**src/rtl/row_mem_read_sched_if.sv**
```systemverilog
// Port-B read bus between the core start/done logic, the read sequencer and the PE array.
// The sequencer uses the slave modport.
interface row_mem_read_sched_if #(
    parameter int IA_ADDR_W = 6,
    parameter int W_ADDR_W  = 7
);
    logic                 start;
    logic [2:0]           K;
    logic [5:0]           IMG_W;
    logic [7:0]           OC;
    logic [2:0]           STRIDE;
    logic                 hold;
    logic                 rd_en;
    logic [IA_ADDR_W-1:0] ia_addr;
    logic [W_ADDR_W-1:0]  w_addr;
    logic                 pe_valid;
    logic                 pe_first;
    logic                 pe_last;
    logic [4:0]           pe_col;
    logic [4:0]           pe_oc;
    logic                 busy;
    logic                 done;
    logic                 cfg_err;

    modport master (
        output start, K, IMG_W, OC, STRIDE, hold,
        input  rd_en, ia_addr, w_addr, pe_valid, pe_first, pe_last,
               pe_col, pe_oc, busy, done, cfg_err
    );

    modport slave (
        input  start, K, IMG_W, OC, STRIDE, hold,
        output rd_en, ia_addr, w_addr, pe_valid, pe_first, pe_last,
               pe_col, pe_oc, busy, done, cfg_err
    );
endinterface

```
**src/rtl/row_mem_read_sched.sv**
```systemverilog
// Read-side sequencer for the IA and weight row memories: walks oc / x / kw, drives
// port-B enable and addresses, and delays PE tags by the row memory read latency.
//
// state | meaning
// IDLE  | waiting for start; config latched on an accepted start
// RUN   | issuing one read per cycle unless hold is high
// DRAIN | last read issued, waiting RD_LAT cycles for data to reach the PEs
// DONE  | one-cycle done pulse, back to IDLE
module row_mem_read_sched #(
    parameter int IA_ADDR_W = 6,
    parameter int W_ADDR_W  = 7,
    parameter int RD_LAT    = 1
) (
    input  logic                 clk,
    input  logic                 resetn,
    row_mem_read_sched_if.slave  bus
);

    typedef enum logic [1:0] {
        IDLE  = 2'd0,
        RUN   = 2'd1,
        DRAIN = 2'd2,
        DONE  = 2'd3
    } state_t;

    // {valid, first, last, col[4:0], oc[4:0]}
    localparam int TAG_W = 13;

    state_t                    state_q, state_d;
    logic [2:0]                k_q, k_d;
    logic [5:0]                imgw_q, imgw_d;
    logic [7:0]                oc_q, oc_d;
    logic [2:0]                stride_q, stride_d;
    logic                      cfg_err_q, cfg_err_d;
    logic [1:0]                kw_q, kw_d;
    logic [4:0]                x_q, x_d;
    logic [4:0]                occ_q, occ_d;
    logic [2:0]                drain_q, drain_d;
    logic [IA_ADDR_W-1:0]      ia_hold_q, ia_hold_d;
    logic [W_ADDR_W-1:0]       w_hold_q, w_hold_d;
    logic [RD_LAT-1:0][TAG_W-1:0] pipe_q, pipe_d;

    logic                      issue;
    logic                      kw_last, x_last, oc_last;
    logic                      cfg_legal;
    logic [IA_ADDR_W-1:0]      ia_cur;
    logic [W_ADDR_W-1:0]       w_cur;
    logic [TAG_W-1:0]          stage_in;
    logic [TAG_W-1:0]          pipe_out;

    // IMG_W=32 with STRIDE=2 would need ia_addr 64, so it is rejected here.
    assign cfg_legal = (bus.K >= 3'd1) && (bus.K <= 3'd3) &&
                       (bus.IMG_W != 6'd0) && (bus.IMG_W <= 6'd32) &&
                       (bus.OC != 8'd0) && (bus.OC <= 8'd32) &&
                       (bus.STRIDE >= 3'd1) && (bus.STRIDE <= 3'd2) &&
                       !((bus.STRIDE == 3'd2) && (bus.IMG_W == 6'd32));

    assign issue   = (state_q == RUN) && !bus.hold;
    assign kw_last = ({1'b0, kw_q} == (k_q - 3'd1));
    assign x_last  = ({1'b0, x_q} == (imgw_q - 6'd1));
    assign oc_last = ({3'b000, occ_q} == (oc_q - 8'd1));

    assign ia_cur = IA_ADDR_W'(x_q) * IA_ADDR_W'(stride_q) + IA_ADDR_W'(kw_q);
    assign w_cur  = W_ADDR_W'(occ_q) * W_ADDR_W'(k_q) + W_ADDR_W'(kw_q);

    assign stage_in = issue ? {1'b1, (kw_q == 2'd0), kw_last, x_q, occ_q} : '0;

    always_comb begin
        state_d   = state_q;
        k_d       = k_q;
        imgw_d    = imgw_q;
        oc_d      = oc_q;
        stride_d  = stride_q;
        cfg_err_d = cfg_err_q;
        kw_d      = kw_q;
        x_d       = x_q;
        occ_d     = occ_q;
        drain_d   = drain_q;
        ia_hold_d = ia_hold_q;
        w_hold_d  = w_hold_q;

        pipe_d    = pipe_q;
        pipe_d[0] = stage_in;
        for (int i = 1; i < RD_LAT; i++) begin
            pipe_d[i] = pipe_q[i-1];
        end

        case (state_q)
            IDLE: begin
                if (bus.start) begin
                    k_d       = bus.K;
                    imgw_d    = bus.IMG_W;
                    oc_d      = bus.OC;
                    stride_d  = bus.STRIDE;
                    cfg_err_d = !cfg_legal;
                    kw_d      = 2'd0;
                    x_d       = 5'd0;
                    occ_d     = 5'd0;
                    state_d   = cfg_legal ? RUN : DONE;
                end
            end
            RUN: begin
                if (issue) begin
                    ia_hold_d = ia_cur;
                    w_hold_d  = w_cur;
                    if (kw_last && x_last && oc_last) begin
                        state_d = DRAIN;
                        drain_d = 3'(RD_LAT);
                    end else if (!kw_last) begin
                        kw_d = kw_q + 2'd1;
                    end else begin
                        kw_d = 2'd0;
                        if (!x_last) begin
                            x_d = x_q + 5'd1;
                        end else begin
                            x_d   = 5'd0;
                            occ_d = occ_q + 5'd1;
                        end
                    end
                end
            end
            DRAIN: begin
                if (drain_q <= 3'd1) begin
                    state_d = DONE;
                    drain_d = 3'd0;
                end else begin
                    drain_d = drain_q - 3'd1;
                end
            end
            DONE: begin
                state_d = IDLE;
            end
            default: begin
                state_d = IDLE;
            end
        endcase
    end

    always_ff @(posedge clk) begin
        if (!resetn) begin
            state_q   <= IDLE;
            k_q       <= '0;
            imgw_q    <= '0;
            oc_q      <= '0;
            stride_q  <= '0;
            cfg_err_q <= 1'b0;
            kw_q      <= '0;
            x_q       <= '0;
            occ_q     <= '0;
            drain_q   <= '0;
            ia_hold_q <= '0;
            w_hold_q  <= '0;
            pipe_q    <= '0;
        end else begin
            state_q   <= state_d;
            k_q       <= k_d;
            imgw_q    <= imgw_d;
            oc_q      <= oc_d;
            stride_q  <= stride_d;
            cfg_err_q <= cfg_err_d;
            kw_q      <= kw_d;
            x_q       <= x_d;
            occ_q     <= occ_d;
            drain_q   <= drain_d;
            ia_hold_q <= ia_hold_d;
            w_hold_q  <= w_hold_d;
            pipe_q    <= pipe_d;
        end
    end

    assign pipe_out = pipe_q[RD_LAT-1];

    // Addresses follow the counters on an issue cycle and otherwise show the last issued read.
    assign bus.rd_en    = issue;
    assign bus.ia_addr  = issue ? ia_cur : ia_hold_q;
    assign bus.w_addr   = issue ? w_cur : w_hold_q;
    assign bus.pe_valid = pipe_out[12];
    assign bus.pe_first = pipe_out[11];
    assign bus.pe_last  = pipe_out[10];
    assign bus.pe_col   = pipe_out[9:5];
    assign bus.pe_oc    = pipe_out[4:0];
    assign bus.busy     = (state_q == RUN) || (state_q == DRAIN);
    assign bus.done     = (state_q == DONE);
    assign bus.cfg_err  = cfg_err_q;

endmodule

```
**src/flat_wrapper.sv**
```systemverilog
// flat-port wrapper written by rule: the top's interface ports become plain ports
module row_mem_read_sched_flat 
#(
    parameter int IA_ADDR_W = 6,
    parameter int W_ADDR_W  = 7,
    parameter int RD_LAT    = 1
)
  (clk, resetn, bus_start, bus_K, bus_IMG_W, bus_OC, bus_STRIDE, bus_hold, bus_rd_en, bus_ia_addr, bus_w_addr, bus_pe_valid, bus_pe_first, bus_pe_last, bus_pe_col, bus_pe_oc, bus_busy, bus_done, bus_cfg_err);
  row_mem_read_sched_if #(.IA_ADDR_W(IA_ADDR_W), .W_ADDR_W(W_ADDR_W)) bus_i ();
  input  logic clk;
  input  logic resetn;
  input wire logic [$bits(bus_i.start)-1:0] bus_start;
  input wire logic [$bits(bus_i.K)-1:0] bus_K;
  input wire logic [$bits(bus_i.IMG_W)-1:0] bus_IMG_W;
  input wire logic [$bits(bus_i.OC)-1:0] bus_OC;
  input wire logic [$bits(bus_i.STRIDE)-1:0] bus_STRIDE;
  input wire logic [$bits(bus_i.hold)-1:0] bus_hold;
  output wire logic [$bits(bus_i.rd_en)-1:0] bus_rd_en;
  output wire logic [$bits(bus_i.ia_addr)-1:0] bus_ia_addr;
  output wire logic [$bits(bus_i.w_addr)-1:0] bus_w_addr;
  output wire logic [$bits(bus_i.pe_valid)-1:0] bus_pe_valid;
  output wire logic [$bits(bus_i.pe_first)-1:0] bus_pe_first;
  output wire logic [$bits(bus_i.pe_last)-1:0] bus_pe_last;
  output wire logic [$bits(bus_i.pe_col)-1:0] bus_pe_col;
  output wire logic [$bits(bus_i.pe_oc)-1:0] bus_pe_oc;
  output wire logic [$bits(bus_i.busy)-1:0] bus_busy;
  output wire logic [$bits(bus_i.done)-1:0] bus_done;
  output wire logic [$bits(bus_i.cfg_err)-1:0] bus_cfg_err;
  assign bus_i.start = bus_start;
  assign bus_i.K = bus_K;
  assign bus_i.IMG_W = bus_IMG_W;
  assign bus_i.OC = bus_OC;
  assign bus_i.STRIDE = bus_STRIDE;
  assign bus_i.hold = bus_hold;
  assign bus_rd_en = bus_i.rd_en;
  assign bus_ia_addr = bus_i.ia_addr;
  assign bus_w_addr = bus_i.w_addr;
  assign bus_pe_valid = bus_i.pe_valid;
  assign bus_pe_first = bus_i.pe_first;
  assign bus_pe_last = bus_i.pe_last;
  assign bus_pe_col = bus_i.pe_col;
  assign bus_pe_oc = bus_i.pe_oc;
  assign bus_busy = bus_i.busy;
  assign bus_done = bus_i.done;
  assign bus_cfg_err = bus_i.cfg_err;
  row_mem_read_sched #(.IA_ADDR_W(IA_ADDR_W), .W_ADDR_W(W_ADDR_W), .RD_LAT(RD_LAT)) u_core (.clk(clk), .resetn(resetn), .bus(bus_i));
endmodule
```
**config.mk**
```make
export PLATFORM = sky130hd
export DESIGN_NAME = row_mem_read_sched_flat
export DESIGN_NICKNAME = d
export VERILOG_FILES = /design/src/rtl/row_mem_read_sched_if.sv /design/src/rtl/row_mem_read_sched.sv /design/src/flat_wrapper.sv
export SDC_FILE = /design/constraint.sdc
export NUM_CORES = 1
export LEC_CHECK = 0
export CAP_MARGIN = 20
export CORE_ASPECT_RATIO = 1.2
export CORE_MARGIN = 4
export CORE_UTILIZATION = 53
export CTS_CLUSTER_SIZE = 20
export DETAILED_ROUTE_END_ITERATION = 10
export PLACE_DENSITY = 0.76
export SLEW_MARGIN = 30
export SYNTH_ARGS = -nofsm -noshare
export SYNTH_HDL_FRONTEND = slang
export SYNTH_SLANG_ARGS = --single-unit
export TNS_END_PERCENT = 50
```
**constraint.sdc**
```tcl
create_clock -name clk -period 3.4 [get_ports clk]
set_input_delay 0.51 -clock clk [delete_from_list [all_inputs] [get_ports clk]]
set_output_delay 0.51 -clock clk [all_outputs]
set_load 0.03 [all_outputs]
```
==> metrics.txt <==
area fraction in compound gates after synthesis 0.1456; DR DRC count 0; root buffer selected by CTS sky130_fd_sc_hd__clkbuf_8; maximum buffer depth of the clock tree 2; number of distinct library cells after synthesis 51; worst-case clock skew a little under 0.009 ns; post-layout worst setup margin -0.01439 ns; launch instance of the worst min-delay path u_core.w_hold_q[2]; routability congestion estimate around 0.84; placed instance area roughly 4600 µm²; maximum clock frequency 0.2929 GHz; final cycle utilization of the critical path 1.004; setup repair after global routing missed its margin true; number of pins exceeding their max-slew limit in the final report 0; Starting Density 0.5482; commonest register cell after synthesis sky130_fd_sc_hd__dfxtp_1; height of the chip just over 100 µm; GR Overflow Total 0; DR pass1 iterations 4; IO Count 54; number of rows in the core area 34; synthesized flop and latch total 64; area growth from synthesis to layout 28.55%; required time of the critical path approximately 2.9 ns; simple-gate share of the synthesized area 0.2545; fraction of registers with async set or reset after synthesis 0; ratio of cells with drive above 1 in the final layout 0.1548; Cell Area, Synth roughly 4000 µm²; area share of the largest cell type after synthesis 0.3213; synthesis warning total 0; leakage component of the power around 2.1 nW; total of fill cells in the finished design approximately 580; DRT iter0 DRCs ~160; Final Hold Violating Endpoints 0; switching pwr 0.8732 mW; remaining antenna violation count 0; number of enable flip-flop cells after synthesis 0; detail-routed via count per cell 5.454; Slew HR 0.4681; largest net degree at the start of global routing 38; Port Buffers between 50 and 60; cell depth of the worst flop-to-flop path 9; launch point of the worst reg-to-reg path u_core.oc_q[0]; multiplexer area fraction after synthesis 0.005020; combinational family with the most area after synthesis simple AND/OR/NAND/NOR gates; maximum fanout count along the critical path 5; cell type with the largest total area after synthesis sky130_fd_sc_hd__dfxtp_1; fraction of synthesized cell area in xor and xnor cells 0.07029; R2R Setup Slk between 0.5 and 0.6 ns; clock group share of total power 0.300; nets in the synthesized netlist 560; ANT cells 0; capture instance of the worst register-to-register path u_core.drain_q[2]; post-route minimum period ~3.4 ns; part of the total power dissipated in combinational logic 0.333; category of the worst setup path launch point flip-flop; sequential element share of the synthesized area 0.3213; leading cell types by total area after synthesis sky130_fd_sc_hd__dfxtp_1, sky130_fd_sc_hd__ha_1, sky130_fd_sc_hd__nand2_1; final number of setup-violating endpoints 1; number of global-route vias before repair approximately 3.5k; sink count of the clock tree 64; Core Box Area 7274 µm²; Total Die Area roughly 9000 µm²; post-CTS clock slew at the launch and capture registers of the worst setup and hold paths 0.07 ns; Worst Path Class, Setup reg2out; worst-case vdd ir drop around 0.51 mV; final routed wire length divided by cell count 14.92 µm; count of vias placed by the detailed router about 3.6k; H-tree levels 3; Worst Hold Class reg2reg; violations in the final reports negative setup slack; cell depth of the worst hold path 2; Max-cap violations 0; GRT Resource Usage Total 0.2119; die extent in x 87.18 µm; hold-critical path endpoint u_core.w_hold_q[2]; Worst Tran Pin Value about 0.8 ns; clock tree from TritonCTS done; CP Data Arrival Time roughly 2.9 ns; run status finished with violations; Post-DP HPWL about 6.7 mm; Synth Area in Adders 0.1531; share of total power consumed by net switching 0.3556; final WL between 9 and 10 mm; Inst Count DP ~630; global-route wire length before repair 15.28 mm; Gate Count Post-Synth between 400 and 500; power density relative to cell area 479.0 nW/µm²; number of nets in the final layout between 600 and 700; initial antenna violation count 0; average cell area after synthesis 8.105 µm²; cts bufs inserted 9; fin cells between 600 and 700; sequential share of power 0.367; hold buffer count at CTS 0; Post-Route Setup TNS -0.01439 ns; Internal between 1.5 and 2 mW; final design area excluding fillers roughly 5000 µm²; kind of capture point of the worst setup path primary output; later-pin clock latency in the skew report about 0.35 ns
[cells by family (layout without fill, tap and decap cells)]
group,count (synthesis),in the layout
xor+xnor,32,32
compound gates,95,95
buf+inv,52,122
fa+ha+maj,44,44
flops,64,64
simple gates,203,203
mux,2,2
[state kept, by name (all words and copies together), names as in the netlist, 3 cells and up]
register	count
u_core.k_q	3
u_core.occ_q	5
u_core.stride_q	3
u_core.oc_q	8
u_core.imgw_q	6
u_core.x_q	5
u_core.drain_q	3
u_core.pipe_out	13
u_core.w_hold_q	7
u_core.ia_hold_q	6
[metrics by stage]
stage	worst slack, ns	total power [mW]	utilization	hold WS, ns
2_1_floorplan	-0.1336	1.482	-	0.4401
3_3_place_gp	0.1999	1.685	0.6378	0.4496
3_5_place_dp	0.1571	1.713	0.6378	0.4555
4_1_cts	-0.08553	2.447	0.6720	0.4653
5_1_grt	-0.1390	2.596	0.7047	0.4906
6_report	-0.01439	2.456	0.7047	0.4700
[layout by cell type, fill, tap and decap left out, drive strengths merged, types with 10 or more instances in the layout]
| cell type | n |
|---|---|
| inv | 27 |
| o21ai | 26 |
| nor3 | 12 |
| dfxtp | 64 |
| clkbuf | 10 |
| nor2 | 22 |
| ha | 36 |
| xnor2 | 24 |
| nand2 | 87 |
| nand3 | 13 |
| clkdlybuf4s50 | 44 |
| buf | 34 |
| and2 | 42 |
| a21oi | 42 |
[power groups by stage]
stage               combinational [mW]  sequential, mW  clock [mW]
floorplan                        0.576           0.905           0
global placement                 0.776           0.909           0
detailed placement               0.798           0.914           0
CTS                              0.805           0.898       0.744
global route                     0.908           0.915       0.772
finish                           0.818           0.902       0.735
[what timing repair did]
| item | CTS | global route |
|---|---|---|
| resized for setup | 12 | 31 |
| pin swaps | 3 | 26 |
| setup buffers | 0 | 9 |
| setup endpoints to repair | 6 | 6 |
[routing by layer]
layer  track usage  wire, µm
met2        0.3781      5099
met5             0         0
met1        0.2464      4047
met3       0.03757       437
met4       0.09445       141
[worst max-delay path, cell delays in order (launching register included)]
cell and delay, ns:
sky130_fd_sc_hd__dfxtp_4 0.36, sky130_fd_sc_hd__and2_4 0.14, sky130_fd_sc_hd__fa_1 0.58, sky130_fd_sc_hd__ha_4 0.23, sky130_fd_sc_hd__buf_6 0.11, sky130_fd_sc_hd__fa_2 0.35
sky130_fd_sc_hd__a21oi_2 0.16, sky130_fd_sc_hd__nor2_1 0.06, sky130_fd_sc_hd__nor2_1 0.12, sky130_fd_sc_hd__xnor2_1 0.13, sky130_fd_sc_hd__nand2_1 0.09, sky130_fd_sc_hd__nand2_1 0.09
sky130_fd_sc_hd__buf_6 0.13
[cell usage after synthesis, drive strengths merged, types with 3 or more instances]
cell type	count
xnor2	24
buf	4
a21oi	42
ha	36
nor2	22
and2	42
xor2	8
nand4	5
nor3b	3
nor4	3
a21o	3
o21ai	26
nor2b	3
fa	8
or4	5
nand2	87
clkbuf	21
dfxtp	64
o211ai	3
nand3	13
nor3	12
inv	26
o21a	4
[worst max path at each step]
stage / from / to / slack, ns / depth (start not counted)
after global placement: u_core.k_q[1] / bus_w_addr[6] / 0.20 / 11
after floorplan: u_core.x_q[2] / bus_ia_addr[5] / -0.13 / 11
final: u_core.k_q[0] / bus_w_addr[5] / -0.01 / 12
after detailed placement: u_core.k_q[1] / bus_w_addr[6] / 0.16 / 11
after global routing: u_core.k_q[1] / bus_w_addr[5] / -0.14 / 12
after CTS: u_core.k_q[2] / bus_w_addr[6] / -0.09 / 11
[area by class of cell]
| cell class | count | area (µm²) | share of cell area |
|---|---|---|---|
| Clock buffer | 10 | 127.6 | 0.02490 |
| Timing Repair Buffer | 79 | 719.4 | 0.1403 |
| Tap cell | 90 | 112.6 | 0.02197 |
| Multi-Input combinational cell | 376 | 2666 | 0.5201 |
| Sequential cell | 64 | 1306 | 0.2548 |
| Inverter | 27 | 101.3 | 0.01977 |
| Clock inverter | 6 | 92.59 | 0.01806 |
Note: power is estimated with default switching activity, not from simulation.
